<file path="src/rtl/id_ex_reg_if.sv">
// id_ex_reg_if: bundle between the decode stage, the ID/EX pipeline register
// and the execute/hazard logic.
//
// Signal groups
//   id_*        decode-stage values for the instruction currently in ID
//   hold        whole-pipeline freeze (memory wait)
//   flush       taken branch/jump resolved in EX; squash the decode slot
//   ex_*        registered values presented to the execute stage
//   load_stall  combinational: PC and IF/ID must hold this cycle
//   bubble_cnt  saturating count of load-use bubbles inserted
//   flush_cnt   saturating count of flush bubbles inserted
//
// Flow semantics: there is no valid/ready pair. id_valid marks a real
// instruction in the decode slot and ex_valid marks a real instruction in EX.
// An instruction advances from ID to EX on every rising edge unless hold is
// high (nothing moves) or a bubble is inserted (flush, or load_stall, which
// back-pressures PC and IF/ID so the same decode instruction is offered again).
//
// Modports
//   master  the decode/control side that drives id_*, hold and flush
//   slave   the ID/EX register itself
interface id_ex_reg_if;
    logic        id_valid;
    logic [31:0] id_pc;
    logic [31:0] id_rs1_data;
    logic [31:0] id_rs2_data;
    logic [31:0] id_imm;
    logic [4:0]  id_rs1;
    logic [4:0]  id_rs2;
    logic [4:0]  id_rd;
    logic        id_rs1_used;
    logic        id_rs2_used;
    logic        id_regwrite;
    logic        id_memread;
    logic        id_memwrite;
    logic [3:0]  id_alu_fun;
    logic        hold;
    logic        flush;

    logic        ex_valid;
    logic        ex_regwrite;
    logic        ex_memread;
    logic        ex_memwrite;
    logic        ex_rs1_used;
    logic        ex_rs2_used;
    logic [31:0] ex_pc;
    logic [31:0] ex_rs1_data;
    logic [31:0] ex_rs2_data;
    logic [31:0] ex_imm;
    logic [31:0] ex_rs1;
    logic [31:0] ex_rs2;
    logic [31:0] ex_rd;
    logic [3:0]  ex_alu_fun;
    logic        load_stall;
    logic [15:0] bubble_cnt;
    logic [15:0] flush_cnt;

    modport master (
        output id_valid, id_pc, id_rs1_data, id_rs2_data, id_imm,
               id_rs1, id_rs2, id_rd, id_rs1_used, id_rs2_used,
               id_regwrite, id_memread, id_memwrite, id_alu_fun,
               hold, flush,
        input  ex_valid, ex_regwrite, ex_memread, ex_memwrite,
               ex_rs1_used, ex_rs2_used, ex_pc, ex_rs1_data, ex_rs2_data,
               ex_imm, ex_rs1, ex_rs2, ex_rd, ex_alu_fun,
               load_stall, bubble_cnt, flush_cnt
    );

    modport slave (
        input  id_valid, id_pc, id_rs1_data, id_rs2_data, id_imm,
               id_rs1, id_rs2, id_rd, id_rs1_used, id_rs2_used,
               id_regwrite, id_memread, id_memwrite, id_alu_fun,
               hold, flush,
        output ex_valid, ex_regwrite, ex_memread, ex_memwrite,
               ex_rs1_used, ex_rs2_used, ex_pc, ex_rs1_data, ex_rs2_data,
               ex_imm, ex_rs1, ex_rs2, ex_rd, ex_alu_fun,
               load_stall, bubble_cnt, flush_cnt
    );
endinterface

</file>
<file path="src/rtl/id_ex_reg.sv">
// id_ex_reg: ID/EX pipeline register with load-use hazard detection.
//
// Ports
//   clk    rising-edge clock
//   rst_n  asynchronous active-low reset; clears every ex_* output and both
//          counters immediately
//   bus    id_ex_reg_if.slave (decode inputs, hold/flush, ex_* outputs,
//          load_stall and the two saturating event counters)
//
// Each rising edge performs exactly one action, highest priority first:
//   hold   keep everything (load_stall is still reported)
//   flush  insert a bubble, count it in flush_cnt
//   stall  insert a bubble for a load-use hazard, count it in bubble_cnt
//   load   capture the decode slot
// A bubble clears the control flags and register addresses; the data fields
// and ALU opcode keep their previous values.
module id_ex_reg (
    input  logic        clk,
    input  logic        rst_n,
    id_ex_reg_if.slave  bus
);

    typedef enum logic [1:0] {
        ACT_LOAD  = 2'd0,
        ACT_STALL = 2'd1,
        ACT_FLUSH = 2'd2,
        ACT_HOLD  = 2'd3
    } action_t;

    action_t     action;
    logic        hazard;

    logic        ex_valid_q;
    logic        ex_regwrite_q;
    logic        ex_memread_q;
    logic        ex_memwrite_q;
    logic        ex_rs1_used_q;
    logic        ex_rs2_used_q;
    logic [4:0]  ex_rs1_q;
    logic [4:0]  ex_rs2_q;
    logic [4:0]  ex_rd_q;
    logic [31:0] ex_pc_q;
    logic [31:0] ex_rs1_data_q;
    logic [31:0] ex_rs2_data_q;
    logic [31:0] ex_imm_q;
    logic [3:0]  ex_alu_fun_q;
    logic [15:0] bubble_cnt_q;
    logic [15:0] flush_cnt_q;

    function automatic logic [15:0] sat_inc(input logic [15:0] v);
        return (v == 16'hFFFF) ? v : v + 16'd1;
    endfunction

    // A load in EX whose destination is read by the decode instruction.
    // x0 is never a hazard because it is hard-wired to zero.
    always_comb begin
        hazard = ex_valid_q & ex_memread_q & (ex_rd_q != 5'd0) & bus.id_valid &
                 ((bus.id_rs1_used & (bus.id_rs1 == ex_rd_q)) |
                  (bus.id_rs2_used & (bus.id_rs2 == ex_rd_q)));
    end

    // A flush squashes the dependent decode instruction anyway, so there is
    // nothing to stall for.
    assign bus.load_stall = hazard & ~bus.flush;

    always_comb begin
        action = ACT_LOAD;
        if (bus.hold) begin
            action = ACT_HOLD;
        end else if (bus.flush) begin
            action = ACT_FLUSH;
        end else if (bus.load_stall) begin
            action = ACT_STALL;
        end
    end

    always_ff @(posedge clk or negedge rst_n) begin
        if (!rst_n) begin
            ex_valid_q    <= 1'b0;
            ex_regwrite_q <= 1'b0;
            ex_memread_q  <= 1'b0;
            ex_memwrite_q <= 1'b0;
            ex_rs1_used_q <= 1'b0;
            ex_rs2_used_q <= 1'b0;
            ex_rs1_q      <= 5'd0;
            ex_rs2_q      <= 5'd0;
            ex_rd_q       <= 5'd0;
            ex_pc_q       <= 32'd0;
            ex_rs1_data_q <= 32'd0;
            ex_rs2_data_q <= 32'd0;
            ex_imm_q      <= 32'd0;
            ex_alu_fun_q  <= 4'd0;
            bubble_cnt_q  <= 16'd0;
            flush_cnt_q   <= 16'd0;
        end else begin
            case (action)
                ACT_HOLD: begin
                end
                ACT_FLUSH, ACT_STALL: begin
                    ex_valid_q    <= 1'b0;
                    ex_regwrite_q <= 1'b0;
                    ex_memread_q  <= 1'b0;
                    ex_memwrite_q <= 1'b0;
                    ex_rs1_used_q <= 1'b0;
                    ex_rs2_used_q <= 1'b0;
                    ex_rs1_q      <= 5'd0;
                    ex_rs2_q      <= 5'd0;
                    ex_rd_q       <= 5'd0;
                    if (action == ACT_FLUSH) begin
                        flush_cnt_q <= sat_inc(flush_cnt_q);
                    end else begin
                        bubble_cnt_q <= sat_inc(bubble_cnt_q);
                    end
                end
                ACT_LOAD: begin
                    // An empty decode slot must not carry side effects into EX.
                    ex_valid_q    <= bus.id_valid;
                    ex_regwrite_q <= bus.id_valid & bus.id_regwrite;
                    ex_memread_q  <= bus.id_valid & bus.id_memread;
                    ex_memwrite_q <= bus.id_valid & bus.id_memwrite;
                    ex_rs1_used_q <= bus.id_valid & bus.id_rs1_used;
                    ex_rs2_used_q <= bus.id_valid & bus.id_rs2_used;
                    ex_rs1_q      <= bus.id_rs1;
                    ex_rs2_q      <= bus.id_rs2;
                    ex_rd_q       <= bus.id_rd;
                    ex_pc_q       <= bus.id_pc;
                    ex_rs1_data_q <= bus.id_rs1_data;
                    ex_rs2_data_q <= bus.id_rs2_data;
                    ex_imm_q      <= bus.id_imm;
                    ex_alu_fun_q  <= bus.id_alu_fun;
                end
                default: begin
                end
            endcase
        end
    end

    assign bus.ex_valid    = ex_valid_q;
    assign bus.ex_regwrite = ex_regwrite_q;
    assign bus.ex_memread  = ex_memread_q;
    assign bus.ex_memwrite = ex_memwrite_q;
    assign bus.ex_rs1_used = ex_rs1_used_q;
    assign bus.ex_rs2_used = ex_rs2_used_q;
    // Zero-extended so the forwarding unit compares full-width values.
    assign bus.ex_rs1      = {27'd0, ex_rs1_q};
    assign bus.ex_rs2      = {27'd0, ex_rs2_q};
    assign bus.ex_rd       = {27'd0, ex_rd_q};
    assign bus.ex_pc       = ex_pc_q;
    assign bus.ex_rs1_data = ex_rs1_data_q;
    assign bus.ex_rs2_data = ex_rs2_data_q;
    assign bus.ex_imm      = ex_imm_q;
    assign bus.ex_alu_fun  = ex_alu_fun_q;
    assign bus.bubble_cnt  = bubble_cnt_q;
    assign bus.flush_cnt   = flush_cnt_q;

endmodule
</file>
<file path="src/flat_wrapper.sv">
// flat-port wrapper written by rule: the top's interface ports become plain ports
module id_ex_reg_flat 
  (clk, rst_n, bus_id_valid, bus_id_pc, bus_id_rs1_data, bus_id_rs2_data, bus_id_imm, bus_id_rs1, bus_id_rs2, bus_id_rd, bus_id_rs1_used, bus_id_rs2_used, bus_id_regwrite, bus_id_memread, bus_id_memwrite, bus_id_alu_fun, bus_hold, bus_flush, bus_ex_valid, bus_ex_regwrite, bus_ex_memread, bus_ex_memwrite, bus_ex_rs1_used, bus_ex_rs2_used, bus_ex_pc, bus_ex_rs1_data, bus_ex_rs2_data, bus_ex_imm, bus_ex_rs1, bus_ex_rs2, bus_ex_rd, bus_ex_alu_fun, bus_load_stall, bus_bubble_cnt, bus_flush_cnt);
  id_ex_reg_if bus_i ();
  input  logic clk;
  input  logic rst_n;
  input wire logic [$bits(bus_i.id_valid)-1:0] bus_id_valid;
  input wire logic [$bits(bus_i.id_pc)-1:0] bus_id_pc;
  input wire logic [$bits(bus_i.id_rs1_data)-1:0] bus_id_rs1_data;
  input wire logic [$bits(bus_i.id_rs2_data)-1:0] bus_id_rs2_data;
  input wire logic [$bits(bus_i.id_imm)-1:0] bus_id_imm;
  input wire logic [$bits(bus_i.id_rs1)-1:0] bus_id_rs1;
  input wire logic [$bits(bus_i.id_rs2)-1:0] bus_id_rs2;
  input wire logic [$bits(bus_i.id_rd)-1:0] bus_id_rd;
  input wire logic [$bits(bus_i.id_rs1_used)-1:0] bus_id_rs1_used;
  input wire logic [$bits(bus_i.id_rs2_used)-1:0] bus_id_rs2_used;
  input wire logic [$bits(bus_i.id_regwrite)-1:0] bus_id_regwrite;
  input wire logic [$bits(bus_i.id_memread)-1:0] bus_id_memread;
  input wire logic [$bits(bus_i.id_memwrite)-1:0] bus_id_memwrite;
  input wire logic [$bits(bus_i.id_alu_fun)-1:0] bus_id_alu_fun;
  input wire logic [$bits(bus_i.hold)-1:0] bus_hold;
  input wire logic [$bits(bus_i.flush)-1:0] bus_flush;
  output wire logic [$bits(bus_i.ex_valid)-1:0] bus_ex_valid;
  output wire logic [$bits(bus_i.ex_regwrite)-1:0] bus_ex_regwrite;
  output wire logic [$bits(bus_i.ex_memread)-1:0] bus_ex_memread;
  output wire logic [$bits(bus_i.ex_memwrite)-1:0] bus_ex_memwrite;
  output wire logic [$bits(bus_i.ex_rs1_used)-1:0] bus_ex_rs1_used;
  output wire logic [$bits(bus_i.ex_rs2_used)-1:0] bus_ex_rs2_used;
  output wire logic [$bits(bus_i.ex_pc)-1:0] bus_ex_pc;
  output wire logic [$bits(bus_i.ex_rs1_data)-1:0] bus_ex_rs1_data;
  output wire logic [$bits(bus_i.ex_rs2_data)-1:0] bus_ex_rs2_data;
  output wire logic [$bits(bus_i.ex_imm)-1:0] bus_ex_imm;
  output wire logic [$bits(bus_i.ex_rs1)-1:0] bus_ex_rs1;
  output wire logic [$bits(bus_i.ex_rs2)-1:0] bus_ex_rs2;
  output wire logic [$bits(bus_i.ex_rd)-1:0] bus_ex_rd;
  output wire logic [$bits(bus_i.ex_alu_fun)-1:0] bus_ex_alu_fun;
  output wire logic [$bits(bus_i.load_stall)-1:0] bus_load_stall;
  output wire logic [$bits(bus_i.bubble_cnt)-1:0] bus_bubble_cnt;
  output wire logic [$bits(bus_i.flush_cnt)-1:0] bus_flush_cnt;
  assign bus_i.id_valid = bus_id_valid;
  assign bus_i.id_pc = bus_id_pc;
  assign bus_i.id_rs1_data = bus_id_rs1_data;
  assign bus_i.id_rs2_data = bus_id_rs2_data;
  assign bus_i.id_imm = bus_id_imm;
  assign bus_i.id_rs1 = bus_id_rs1;
  assign bus_i.id_rs2 = bus_id_rs2;
  assign bus_i.id_rd = bus_id_rd;
  assign bus_i.id_rs1_used = bus_id_rs1_used;
  assign bus_i.id_rs2_used = bus_id_rs2_used;
  assign bus_i.id_regwrite = bus_id_regwrite;
  assign bus_i.id_memread = bus_id_memread;
  assign bus_i.id_memwrite = bus_id_memwrite;
  assign bus_i.id_alu_fun = bus_id_alu_fun;
  assign bus_i.hold = bus_hold;
  assign bus_i.flush = bus_flush;
  assign bus_ex_valid = bus_i.ex_valid;
  assign bus_ex_regwrite = bus_i.ex_regwrite;
  assign bus_ex_memread = bus_i.ex_memread;
  assign bus_ex_memwrite = bus_i.ex_memwrite;
  assign bus_ex_rs1_used = bus_i.ex_rs1_used;
  assign bus_ex_rs2_used = bus_i.ex_rs2_used;
  assign bus_ex_pc = bus_i.ex_pc;
  assign bus_ex_rs1_data = bus_i.ex_rs1_data;
  assign bus_ex_rs2_data = bus_i.ex_rs2_data;
  assign bus_ex_imm = bus_i.ex_imm;
  assign bus_ex_rs1 = bus_i.ex_rs1;
  assign bus_ex_rs2 = bus_i.ex_rs2;
  assign bus_ex_rd = bus_i.ex_rd;
  assign bus_ex_alu_fun = bus_i.ex_alu_fun;
  assign bus_load_stall = bus_i.load_stall;
  assign bus_bubble_cnt = bus_i.bubble_cnt;
  assign bus_flush_cnt = bus_i.flush_cnt;
  id_ex_reg u_core (.clk(clk), .rst_n(rst_n), .bus(bus_i));
endmodule
</file>
<file path="config.mk">
export PLATFORM = sky130hd
export DESIGN_NAME = id_ex_reg_flat
export DESIGN_NICKNAME = d
export VERILOG_FILES = /design/src/rtl/id_ex_reg_if.sv /design/src/rtl/id_ex_reg.sv /design/src/flat_wrapper.sv
export SDC_FILE = /design/constraint.sdc
export NUM_CORES = 1
export LEC_CHECK = 0
export BUFFER_PORTS_ARGS = -buffer_cell sky130_fd_sc_hd__buf_2
export CAP_MARGIN = 20
export CORE_AREA = 8 8 159 161
export DETAILED_ROUTE_END_ITERATION = 8
export DIE_AREA = 0 0 167 169
export PLACE_DENSITY = 0.69
export SLEW_MARGIN = 10
export SYNTH_ARGS = -nofsm -noshare
export SYNTH_HDL_FRONTEND = slang
export SYNTH_SLANG_ARGS = --single-unit
</file>
<file path="constraint.sdc">
create_clock -name clk -period 4 [get_ports clk]
set_input_delay 0.6 -clock clk [delete_from_list [all_inputs] [get_ports clk]]
set_output_delay 0.6 -clock clk [all_outputs]
set_load 0.01 [all_outputs]
</file>
; Word-level counts from Yosys, hierarchy flattened
; Index checks and enable logic that the tools add are counted.
[op_classes]
n_addsub = 2
n_eq_ne = 6
n_mux = 12
bitwise = 17
reduce_logical = 6
[op_table]
columns = op, count
row1 = "adder 16 x 1 -> 16 bit, second input constant", 2
row2 = "== test 16 bit, second input constant", 2
row3 = case mux 5 bit (2 select lines), 3
row4 = AND 1 bit, 12
row5 = case mux 1 bit (2 select lines), 6
row6 = == test 5 bit, 2
row7 = AND reduction 3 bit, 2
row8 = nonzero test 5 bit, 1
row9 = two-way mux 2 bit, 2
row10 = NOT 1 bit, 4
row11 = "== test 2 x 1 -> 1 bit, second input constant", 1
row12 = "== test 2 bit, second input constant", 1
row13 = logical NOT 2 bit, 1
row14 = nonzero test 2 bit, 1
row15 = OR reduction 2 bit, 1
row16 = two-way mux 1 bit, 1
row17 = OR 1 bit, 1
[word_totals]
ff_bits = 185
wordCells = 59

; Longest topological paths before layout
; Gate-level depths: netlist of run 1.
[logic_depth]
word_depth = 11
depth_mapped = 10
mapped_depth_nobuf = 9

; Worst setup path after synthesis of run 1
; Ideal clock, no wire load.
[synth_path]
kind = in2reg
start = input bus_id_rs1[4]
end = register u_core.flush_cnt_q[12], in the netlist u_core.bus.flush_cnt[12]
setup_time_ns = 0.128
arrival_ns = 2.343
required_time_ns = 3.872
setup_slack_ns = 1.529
cell_stages = 10
path_buffers = 1
cell_sequence = xnor2_1 nand4_1 o22ai_1 a31o_2 ha_1 buf_2 nand3b_1 nor3_2 nand4_1 xnor2_1
[synth_between]
elab_chain_len = 11
word_cells_on_any_way = 12
cone_classes = eq/ne: 3 / mux: 3 / bitwise: 4 / reduce/logical: 2
[synth_rtl]
columns = element, line_no
row1 = "start, declared", flat_wrapper.sv:12  ; input wire logic [$bits(bus_i.id_rs1)-1:0] bus_id_rs1;
row2 = == test 5 bit (*), id_ex_reg.sv:58  ; ((bus.id_rs1_used & (bus.id_rs1 == ex_rd_q)) |
row3 = AND 1 bit (*), id_ex_reg.sv:58
row4 = OR 1 bit (*), id_ex_reg.sv:58
row5 = AND 1 bit (*), id_ex_reg.sv:57  ; hazard = ex_valid_q & ex_memread_q & (ex_rd_q != 5'd0) & bus.id_valid &
row6 = AND 1 bit (*), id_ex_reg.sv:64  ; assign bus.load_stall = hazard & ~bus.flush;
row7 = two-way mux 1 bit (*), id_ex_reg.sv:72  ; end else if (bus.load_stall) begin
row8 = two-way mux 2 bit (*), id_ex_reg.sv:70  ; end else if (bus.flush) begin
row9 = two-way mux 2 bit (*), id_ex_reg.sv:68  ; if (bus.hold) begin
row10 = == test 2 x 1 -> 1 bit / == test 2 bit (equally long branches), "id_ex_reg.sv:96, id_ex_reg.sv:109"
row11 = OR reduction 2 bit, id_ex_reg.sv:96  ; case (action)
row12 = AND reduction 3 bit (no line) (*), -
row13 = "end signal, assigned", id_ex_reg.sv:110  ; flush_cnt_q <= sat_inc(flush_cnt_q);
row14 = "end, declared", id_ex_reg.sv:48  ; logic [15:0] flush_cnt_q;
; Every way passes the cells marked *; elsewhere a longest branch is shown, timed or not.
; A chain may end at the register's enable or synchronous reset.

; Worst setup path after layout of run 1
[layout_path]
start = register u_core.ex_rd_q[3]
end = register u_core.flush_cnt_q[15], in the netlist u_core.bus.flush_cnt[15]
[layout_between]
elab_chain_len = 11
word_cells_on_any_way = 17
cone_classes = eq/ne: 4 / mux: 3 / bitwise: 7 / reduce/logical: 3
[layout_rtl]
columns = element, line_no
row1 = "start, declared", id_ex_reg.sv:41  ; logic [4:0] ex_rd_q;
row2 = "start signal, assigned", id_ex_reg.sv:125  ; ex_rd_q <= bus.id_rd;
row3 = "== test 5 bit, or another cell as far along", id_ex_reg.sv:58
row4 = AND 1 bit (on tied branches), "id_ex_reg.sv:58, id_ex_reg.sv:57, id_ex_reg.sv:59"
row5 = OR 1 bit / AND 1 bit (equally long branches), "id_ex_reg.sv:58, id_ex_reg.sv:57"
row6 = AND 1 bit (*), id_ex_reg.sv:57
row7 = AND 1 bit (*), id_ex_reg.sv:64
row8 = two-way mux 1 bit (*), id_ex_reg.sv:72
row9 = two-way mux 2 bit (*), id_ex_reg.sv:70
row10 = two-way mux 2 bit (*), id_ex_reg.sv:68
row11 = == test 2 x 1 -> 1 bit / == test 2 bit (equally long branches), "id_ex_reg.sv:96, id_ex_reg.sv:109"
row12 = OR reduction 2 bit, id_ex_reg.sv:96
row13 = AND reduction 3 bit (no line) (*), -
; Marks and branches as above.

==> flow_summary.ini, run 1 <==
[status]
status = complete, no violations

[clock_network]
tritoncts_num_sinks = 185
cts_setup_buffers = 0
cts-root-buf = clkbuf_16
htree_num_levels = 4
clk_pin_slew_ps = 80
clockBufferDepth = 2
clk_latency_ps = 430
hold_buffers = 0
cts_tree = done
numCtsBuffers = 17
cts-resized-gates = 0

[route]
met1_length_um = 8660
drt_wl_total_um = 22300
drtIter0Drc = 245
wl_met2_um = 11500
wl_per_cell_um = 17.5
ant_nets = 0
drc = 0
drt-vias-per-instance = 4.49
dr.pass1.iters = 4
wl_met3_um = 1710
routed.top_layer = met4
vias = 5727

[setup_path]
startpoint_type = flip-flop
cp_slowest_cell = ha_1
worstSetupEndpointType = flip-flop
r2r_slack_ps = 1180
path_cells = xnor2_1 -> nand4_1 -> o22ai_1 -> a31o_2 -> ha_1 -> and4_1 -> nand3_1 -> nor3_1 -> mux2_2
critPathMaxStageDelay_ps = 480
cp_num_cells = 9
r2r_end = u_core.bus.flush_cnt[15]
r2r-start = u_core.ex_rd_q[3]
critPathBufInv = 0
cp.required_ps = 4300
critPathArrivalTime_ps = 3120
path_class = flip-flop to flip-flop
crit_fanout = 11
rr_worst_depth = 9
crit_family = simple AND/OR/NAND/NOR gates

[synth]
synth_compound_area_frac = 0.0303
ys_warn_count = 0
synth-xor-area-share = 0.0323
synth_edf_count = 0
synth_top_family_by_area = multiplexers
yosys.area_share.simple = 0.0792
synth_area_per_cell_sq_um = 13.0
seq_area_frac_synth = 0.569
synth.area.mux_share = 0.192
synth_area_sq_mm = 0.00814
syn_inst = 628
synth.largest_area_cell = dfrtp_1
ys_top_cells_by_area = dfrtp_1 57%, mux2_2 19%, buf_4 7.5%
synthAdderAreaFrac = 0.00615
synth_seq_cells = 185
yosys.area.top_type_share = 0.569
synth-async-reset-ratio = 1.00
synth_flop_cell = dfrtp_1
yosysUniqueCellTypes = 48

[sta]
finClkSkew_ps = 15.2
max-slew-margin-rel = 0.373
tns_ps = 0
finalCriticalPeriod_ps = 2820
hold_viol_final = 0
setup_viol = 0
rsz0062_at_grt = false
fmax_mhz = 355
drv_slew = 0
worst_pin_slew_ps = 941
period_share = 0.704

[global_route]
grt_start_max_net_pins = 113
grt_pass1_vias = 6028
grt_overflow_total = 0
grt_usage = 0.156
grt_pass1_wl_um = 35000
grt_antenna_before_repair = 5

[place]
dpl.cell_count = 1240
hpwl_um = 17700
portBuffers = 342
gp_congestion = 0.815

[floorplanning]
die_h_um = 169
die-area_sq_mm = 0.0282
start_util = 0.355
coreArea_sq_mm = 0.0229
ios = 424
rows = 56
die_w_um = 167

[layout]
final_cell_mix = 341 x buf_2, 185 x dfrtp_1, 136 x mux2_2
drive_above_1_share = 0.542
syn2layout_area_growth_pct = 29.1
nets = 1130
nFillCells = 2154
fin_cells = 1276
final_common_cell = buf_2

[run]
drv_cap = 0

[power]
cellPowerDensity_mw_per_mm2 = 492
power.leakage_nw = 5.28
irDropWorstVdd_uv = 248

[hold_path]
hp-class = primary input to async pin
## worst max path at each step
stage                 startpoint                       end  slack [ps]
2_1_floorplan      bus_id_rs1[4]  u_core.bus.flush_cnt[12]        1530
3_3_place_gp       bus_id_rs2[2]  u_core.bus.flush_cnt[13]         950
3_5_place_dp       bus_id_rs2[2]  u_core.bus.flush_cnt[13]         930
4_1_cts        u_core.ex_rd_q[2]  u_core.bus.flush_cnt[13]        1160
5_1_grt        u_core.ex_rd_q[3]  u_core.bus.flush_cnt[13]         850
6_report       u_core.ex_rd_q[3]  u_core.bus.flush_cnt[15]        1180
## registers in the layout, summed over array words and instances, names as in the netlist, 4 cells and up
name                    cells
u_core.bus.ex_rs1_data     32
u_core.ex_rd_q              5
u_core.ex_rs1_q             5
u_core.bus.ex_pc           32
u_core.bus.bubble_cnt      16
u_core.bus.ex_rs2_data     32
u_core.bus.ex_alu_fun       4
u_core.bus.flush_cnt       16
u_core.ex_rs2_q             5
u_core.bus.ex_imm          32
## cell usage after synthesis (all sizes together) (2+ instances only)
cell	number
nor4b	2
ha	4
mux2i	2
and4	6
o21ai	21
nand3	10
xor2	18
nor3	12
a31oi	3
and2	2
a21oi	6
clkbuf	7
nor2	7
buf	100
mux2	137
nor4	4
nand2	53
o21a	2
and3	7
inv	3
dfrtp	185
xnor2	12
nand4	10
a211oi	3
## where the power goes
group	total, W	switching (W)	internal (W)
Sequential	0.00239	0.000208	0.00219
Clock	0.00166	0.000824	0.000837
Combinational	0.00112	0.000577	0.000542
## per-stage QoR
stage / area [sq um] / utilization / power (W) / worst slack (ps) / hold slack (ps)
6_report: 10500 / 0.459 / 0.00517 / 1180 / 241
4_1_cts: 10500 / 0.458 / 0.00525 / 1160 / 310
5_1_grt: 10500 / 0.459 / 0.00546 / 847 / 340
2_1_floorplan: 8440 / - / 0.00303 / 1530 / 304
3_5_place_dp: 9910 / 0.433 / 0.00357 / 933 / 469
3_3_place_gp: 9910 / 0.433 / 0.00354 / 955 / 461
## cell families (layout without fill, tap and decap cells)
group | count (synthesis) | in the layout
buffers and inverters | 110 | 383
AO/OA/AOI/OAI | 40 | 40
flip-flops | 185 | 185
adder cells (fa/ha/maj) | 4 | 4
XOR/XNOR | 30 | 30
AND/OR/NAND/NOR | 119 | 119
other | 1 | 86
multiplexers | 139 | 139
## routing by layer
metal	up-vias	global-route usage
met5	-	0
met4	0	0.0580
met3	21	0.0599
met2	239	0.269
met1	2773	0.174
li1	2694	-
## layout make-up
cell class                      instances  area, sq um  area share
Sequential cell                       185         4630       0.440
Multi-Input combinational cell        413         3090       0.294
Timing Repair Buffer                  349         1820       0.173
Clock buffer                           17          425      0.0405
Tap cell                              290          363      0.0345
Clock inverter                         14          160      0.0152
Antenna cell                            5         12.5     0.00119
Inverter                                3         11.3     0.00107
No activity file was read; power rests on OpenSTA's default activity.
==> inputs of run 2 (changes only) <==
- clock period: 4 -> 2.9 ns (I/O delays scaled with it)
==> run 2 against run 1 <==
  * Global-route usage is essentially flat
  * Worst hold slack lost 5.5 ps
  * Critical path depth is the same
  * Routed wire length is essentially flat
  * Setup slack lost 900 ps
  * Combinational power grew 39%
  * Sequential power grew 38%
  * Non-clock buffer count grew 5
  * Clock skew is essentially flat
  * Via count grew 0.89%
  * Clock power grew 38%
  * Largest power group unchanged
==> flow_summary.ini, run 2 (same netlist as run 1, synthesis figures left out) <==
[status]
status = complete, no violations

[hold_path]
min_from = bus_id_rs1_data[8]
hold_depth = 2
min_to = u_core.bus.ex_rs1_data[8]
hp-class = primary input to flip-flop

[global_route]
grt_pass1_wl_um = 35100
grt_antenna_before_repair = 7
grt_overflow_total = 0
grt_start_max_net_pins = 87
grt_pass1_vias = 6212
grt_usage = 0.156

[layout]
final_cell_mix = 341 x buf_2, 185 x dfrtp_1, 136 x mux2_2
nFillCells = 2177
fin_cells = 1284
nets = 1135
syn2layout_area_growth_pct = 29.8
final_common_cell = buf_2
postLayoutCoreUtil = 0.461
drive_above_1_share = 0.543

[clock_network]
clk_latency_ps = 420
cts-root-buf = clkbuf_16
tritoncts_num_sinks = 185
htree_num_levels = 4
cts_setup_buffers = 0
cts_tree = done
numCtsBuffers = 17
clockBufferDepth = 2
clk_pin_slew_ps = 80

[place]
dpl.cell_count = 1244
portBuffers = 342
pre_cts_slack_ps = 185
gp_congestion = 0.802
hpwl_um = 17800

[setup_path]
r2r_end = u_core.bus.flush_cnt[13]
cp.required_ps = 3200
crit_fanout = 6
rr_worst_depth = 9
worstSetupEndpointType = flip-flop
path_class = flip-flop to flip-flop
r2r-start = u_core.ex_rd_q[0]
critPathArrivalTime_ps = 2910
r2r_slack_ps = 290
startpoint_type = flip-flop

[sta]
finClkSkew_ps = 14.7
period_share = 0.900
rsz0062_at_grt = false
tns_ps = 0
hold_viol_final = 0
worst_slack_ps = 289
finalCriticalPeriod_ps = 2610
drv_slew = 0
fmax_mhz = 383
setup_viol = 0

[power]
power.leakage_nw = 5.31
cellPowerDensity_mw_per_mm2 = 676
irDropWorstVdd_uv = 332

[route]
drtIter0Drc = 233
drc = 0
wl_per_cell_um = 17.3
drt-vias-per-instance = 4.50
ant_nets = 0
drt_wl_total_um = 22300
dr.pass1.iters = 4
vias = 5778

[floorplanning]
die_h_um = 169
die-area_sq_mm = 0.0282
coreArea_sq_mm = 0.0229
die_w_um = 167
ios = 424
rows = 56
start_util = 0.355

[run]
drv_cap = 0
[run 2: cell count changes in the layout (fill, tap and decap cells not counted)]
cell | previous run | this run
clkinv_8 | 4 | 2
diode_2 | 5 | 7
clkbuf_1 | 0 | 1
buf_12 | 4 | 5
inv_8 | 4 | 6
buf_4 | 3 | 6
dlygate4sd3_1 | 0 | 1
[run 2: worst max-delay path: stages, from the launching register on]
cell,delay (ps)
dfrtp_1,450
xnor2_1,160
nand4_1,110
o22ai_1,130
a31o_2,270
ha_1,360
and4_1,230
nand3_1,190
nor3_1,240
mux2_2,350
[run 2: what timing repair did]
action / in CTS / in global routing
hold endpoints to repair: 18 / 0
gates resized for setup: 0 / 0
hold buffers: 1 / 0
[run 2: worst max path at each step]
stage	start	end	slack [ps]	depth (start not counted)
6_report	u_core.ex_rd_q[0]	u_core.bus.flush_cnt[13]	290	9
5_1_grt	u_core.ex_rd_q[0]	u_core.bus.flush_cnt[15]	70	9
4_1_cts	u_core.ex_rd_q[3]	u_core.bus.flush_cnt[13]	240	9
3_5_place_dp	bus_id_rs2[2]	u_core.bus.flush_cnt[13]	190	10
3_3_place_gp	bus_id_rs1[3]	u_core.bus.flush_cnt[13]	180	10
2_1_floorplan	u_core.ex_rd_q[4]	u_core.bus.flush_cnt[12]	540	10
[run 2: power by group]
group,internal [W],total (W),switching (W)
clock network,0.00116,0.00229,0.00113
registers,0.00302,0.00330,0.000286
logic,0.000755,0.00156,0.000801
[run 2: layout make-up]
type                       count  area (sq um)  area share
timing repair buffer         354          1880       0.178
clock buffer                  18           429      0.0406
inverter                       3          11.3     0.00107
sequential                   185          4630       0.438
clock inverter                14           150      0.0142
tap                          290           363      0.0344
multi-input combinational    413          3090       0.292
antenna                        7          17.5     0.00166
[run 2: metal layers]
layer,track usage,part of all wire
met1,0.168,0.38
met5,0,0
met3,0.0645,0.080
met4,0.0580,0.021
met2,0.272,0.51
[run 2: metrics by stage]
stage / hold slack, ps / cell area [sq um] / total power [W]
6_report: 235 / 10600 / 0.00714
5_1_grt: 204 / 10600 / 0.00754
4_1_cts: 202 / 10500 / 0.00727
3_5_place_dp: 313 / 9960 / 0.00494
3_3_place_gp: 311 / 9960 / 0.00489
2_1_floorplan: 139 / 8440 / 0.00418
==> inputs of run 3 (changes only) <==
==> constraint.sdc (replaced) <==
create_clock -name clk -period 2.8 [get_ports clk]
set_input_delay 0.42 -clock clk [delete_from_list [all_inputs] [get_ports clk]]
set_output_delay 0.42 -clock clk [all_outputs]
set_load 0.05 [all_outputs]
==> run 3 against run 2 <==
  * Sequential cell count did not move
  * Combinational power is 110% higher
  * Setup slack lost 88 ps
  * Clock skew up 2.3 ps
  * Final cell count about the same
  * Register-to-register slack worse by 90 ps
==> flow_summary.ini, run 3 (same netlist as run 1, synthesis figures left out) <==
[status]
status = complete, no violations

[layout]
final_cell_mix = 341 x buf_2, 185 x dfrtp_1, 136 x mux2_2
final-seq-area_sq_mm = 0.00463
syn2layout_area_growth_pct = 30.0
nFillCells = 2181
final_common_cell = buf_2
nets = 1137
drive_above_1_share = 0.546
multi_input_area_sq_mm = 0.00309

[sta]
worst_pin_slew_ps = 612
finalCriticalPeriod_ps = 2600
period_share = 0.928
max-slew-margin-rel = 0.592
fmax_mhz = 385
worst_slack_ps = 202
drv_slew = 0
finClkSkew_ps = 17.0
rsz0062_at_grt = false
tns_ps = 0
hold_viol_final = 0
setup_viol = 0

[global_route]
grt_antenna_before_repair = 4
grt_start_max_net_pins = 73
grt_usage = 0.157
grt_overflow_total = 0
grt_pass1_vias = 6177
grt_pass1_wl_um = 35300

[setup_path]
r2r_slack_ps = 200
startpoint_type = flip-flop
cp.required_ps = 3110
crit_fanout = 6
worstSetupEndpointType = flip-flop
path_class = flip-flop to flip-flop
critPathArrivalTime_ps = 2900

[clock_network]
numCtsBuffers = 17
htree_num_levels = 4
hold_buffers = 0
tritoncts_num_sinks = 185
cts_tree = done
clk_latency_ps = 420
cts-root-buf = clkbuf_16
clockBufferDepth = 2
clk_pin_slew_ps = 80

[route]
drt_wl_total_um = 22600
wl_per_cell_um = 17.6
dr.pass1.iters = 4
drt-vias-per-instance = 4.49
ant_nets = 0
drc = 0
drtIter0Drc = 206
vias = 5759

[floorplanning]
die_h_um = 169
die_w_um = 167
ios = 424
die-area_sq_mm = 0.0282
coreArea_sq_mm = 0.0229
rows = 56
start_util = 0.355

[place]
portBuffers = 342
gp_congestion = 0.800
pre_cts_slack_ps = 101
hpwl_um = 18000

[power]
power.leakage_nw = 5.33
cellPowerDensity_mw_per_mm2 = 857
irDropWorstVdd_uv = 493

[hold_path]
hp-class = primary input to async pin

[run]
drv_cap = 0
-- run 3: changes by cell type in the layout (fill, tap and decap cells not counted), moves of 2 or more --
| cell | previous run | this run |
|---|---|---|
| buf_4 | 6 | 10 |
| diode_2 | 7 | 4 |
| clkinv_8 | 2 | 4 |
| clkinvlp_4 | 2 | 0 |
| inv_6 | 2 | 4 |
| inv_8 | 6 | 4 |
-- run 3: timing repair --
| action | 4_1_cts | 5_1_grt |
|---|---|---|
| setup buffers | 0 | 0 |
| setup endpoints to repair | 0 | 1 |
| gates resized for setup | 0 | 1 |
| hold endpoints to repair | 0 | 0 |
-- run 3: layout make-up --
class                           instances  share of cell area
Clock buffer                           18              0.0406
Sequential cell                       185               0.438
Antenna cell                            4            0.000946
Tap cell                              290              0.0343
Timing Repair Buffer                  356               0.177
Inverter                                3             0.00106
Clock inverter                         14              0.0161
Multi-Input combinational cell        413               0.292
-- run 3: layer usage --
| layer | GRT usage | routed length [um] | up-vias |
|---|---|---|---|
| li1 | - | - | 2711 |
| met1 | 0.173 | 8750 | 2799 |
| met2 | 0.280 | 11900 | 235 |
| met3 | 0.0592 | 1630 | 14 |
| met4 | 0.0439 | 288 | 0 |
| met5 | 0 | 0 | - |
-- run 3: path summary, 6_finish.rpt --
check	startpoint	endpoint	depth (start not counted)
worst max-delay path	u_core.ex_rd_q[2]	u_core.bus.flush_cnt[15]	9
worst min-delay path	rst_n	u_core.bus.bubble_cnt[7]	1
worst max register to register	u_core.ex_rd_q[2]	u_core.bus.flush_cnt[15]	9
worst min register to register	u_core.ex_rs1_q[3]	u_core.ex_rs1_q[3]	2
max in group asynchronous	rst_n	u_core.bus.ex_imm[1]	2
min in group clk	bus_id_rs2_data[21]	u_core.bus.ex_rs2_data[21]	2
-- run 3: critical path, cell delays in order (launching register included) --
cell and delay [ps]:
dfrtp_1 440, xnor2_1 160, nand4_1 120, o22ai_2 110
a31o_2 250, ha_1 360, and4_1 230, nand3_1 200
nor3_1 250, mux2_2 350
-- run 3: where the power goes --
group / switching, W / internal, W
combinational: 0.00245 / 0.000786
clock: 0.00120 / 0.00122
sequential: 0.000298 / 0.00312
total: 0.00394 / 0.00513
-- run 3: metrics by stage --
| stage | std cells | power, W | hold WS, ps | utilization | cell area (sq um) |
|---|---|---|---|---|---|
| finish | 1283 | 0.00907 | 6.37 | 0.462 | 10600 |
| global route | 1283 | 0.00948 | 29.5 | 0.462 | 10600 |
| CTS | 1279 | 0.00919 | 30.6 | 0.461 | 10600 |
| detailed placement | 1247 | 0.00673 | 472 | 0.435 | 9970 |
| global placement | 1247 | 0.00669 | 461 | 0.435 | 9970 |
| floorplan | 708 | 0.00592 | 124 | - | 8440 |
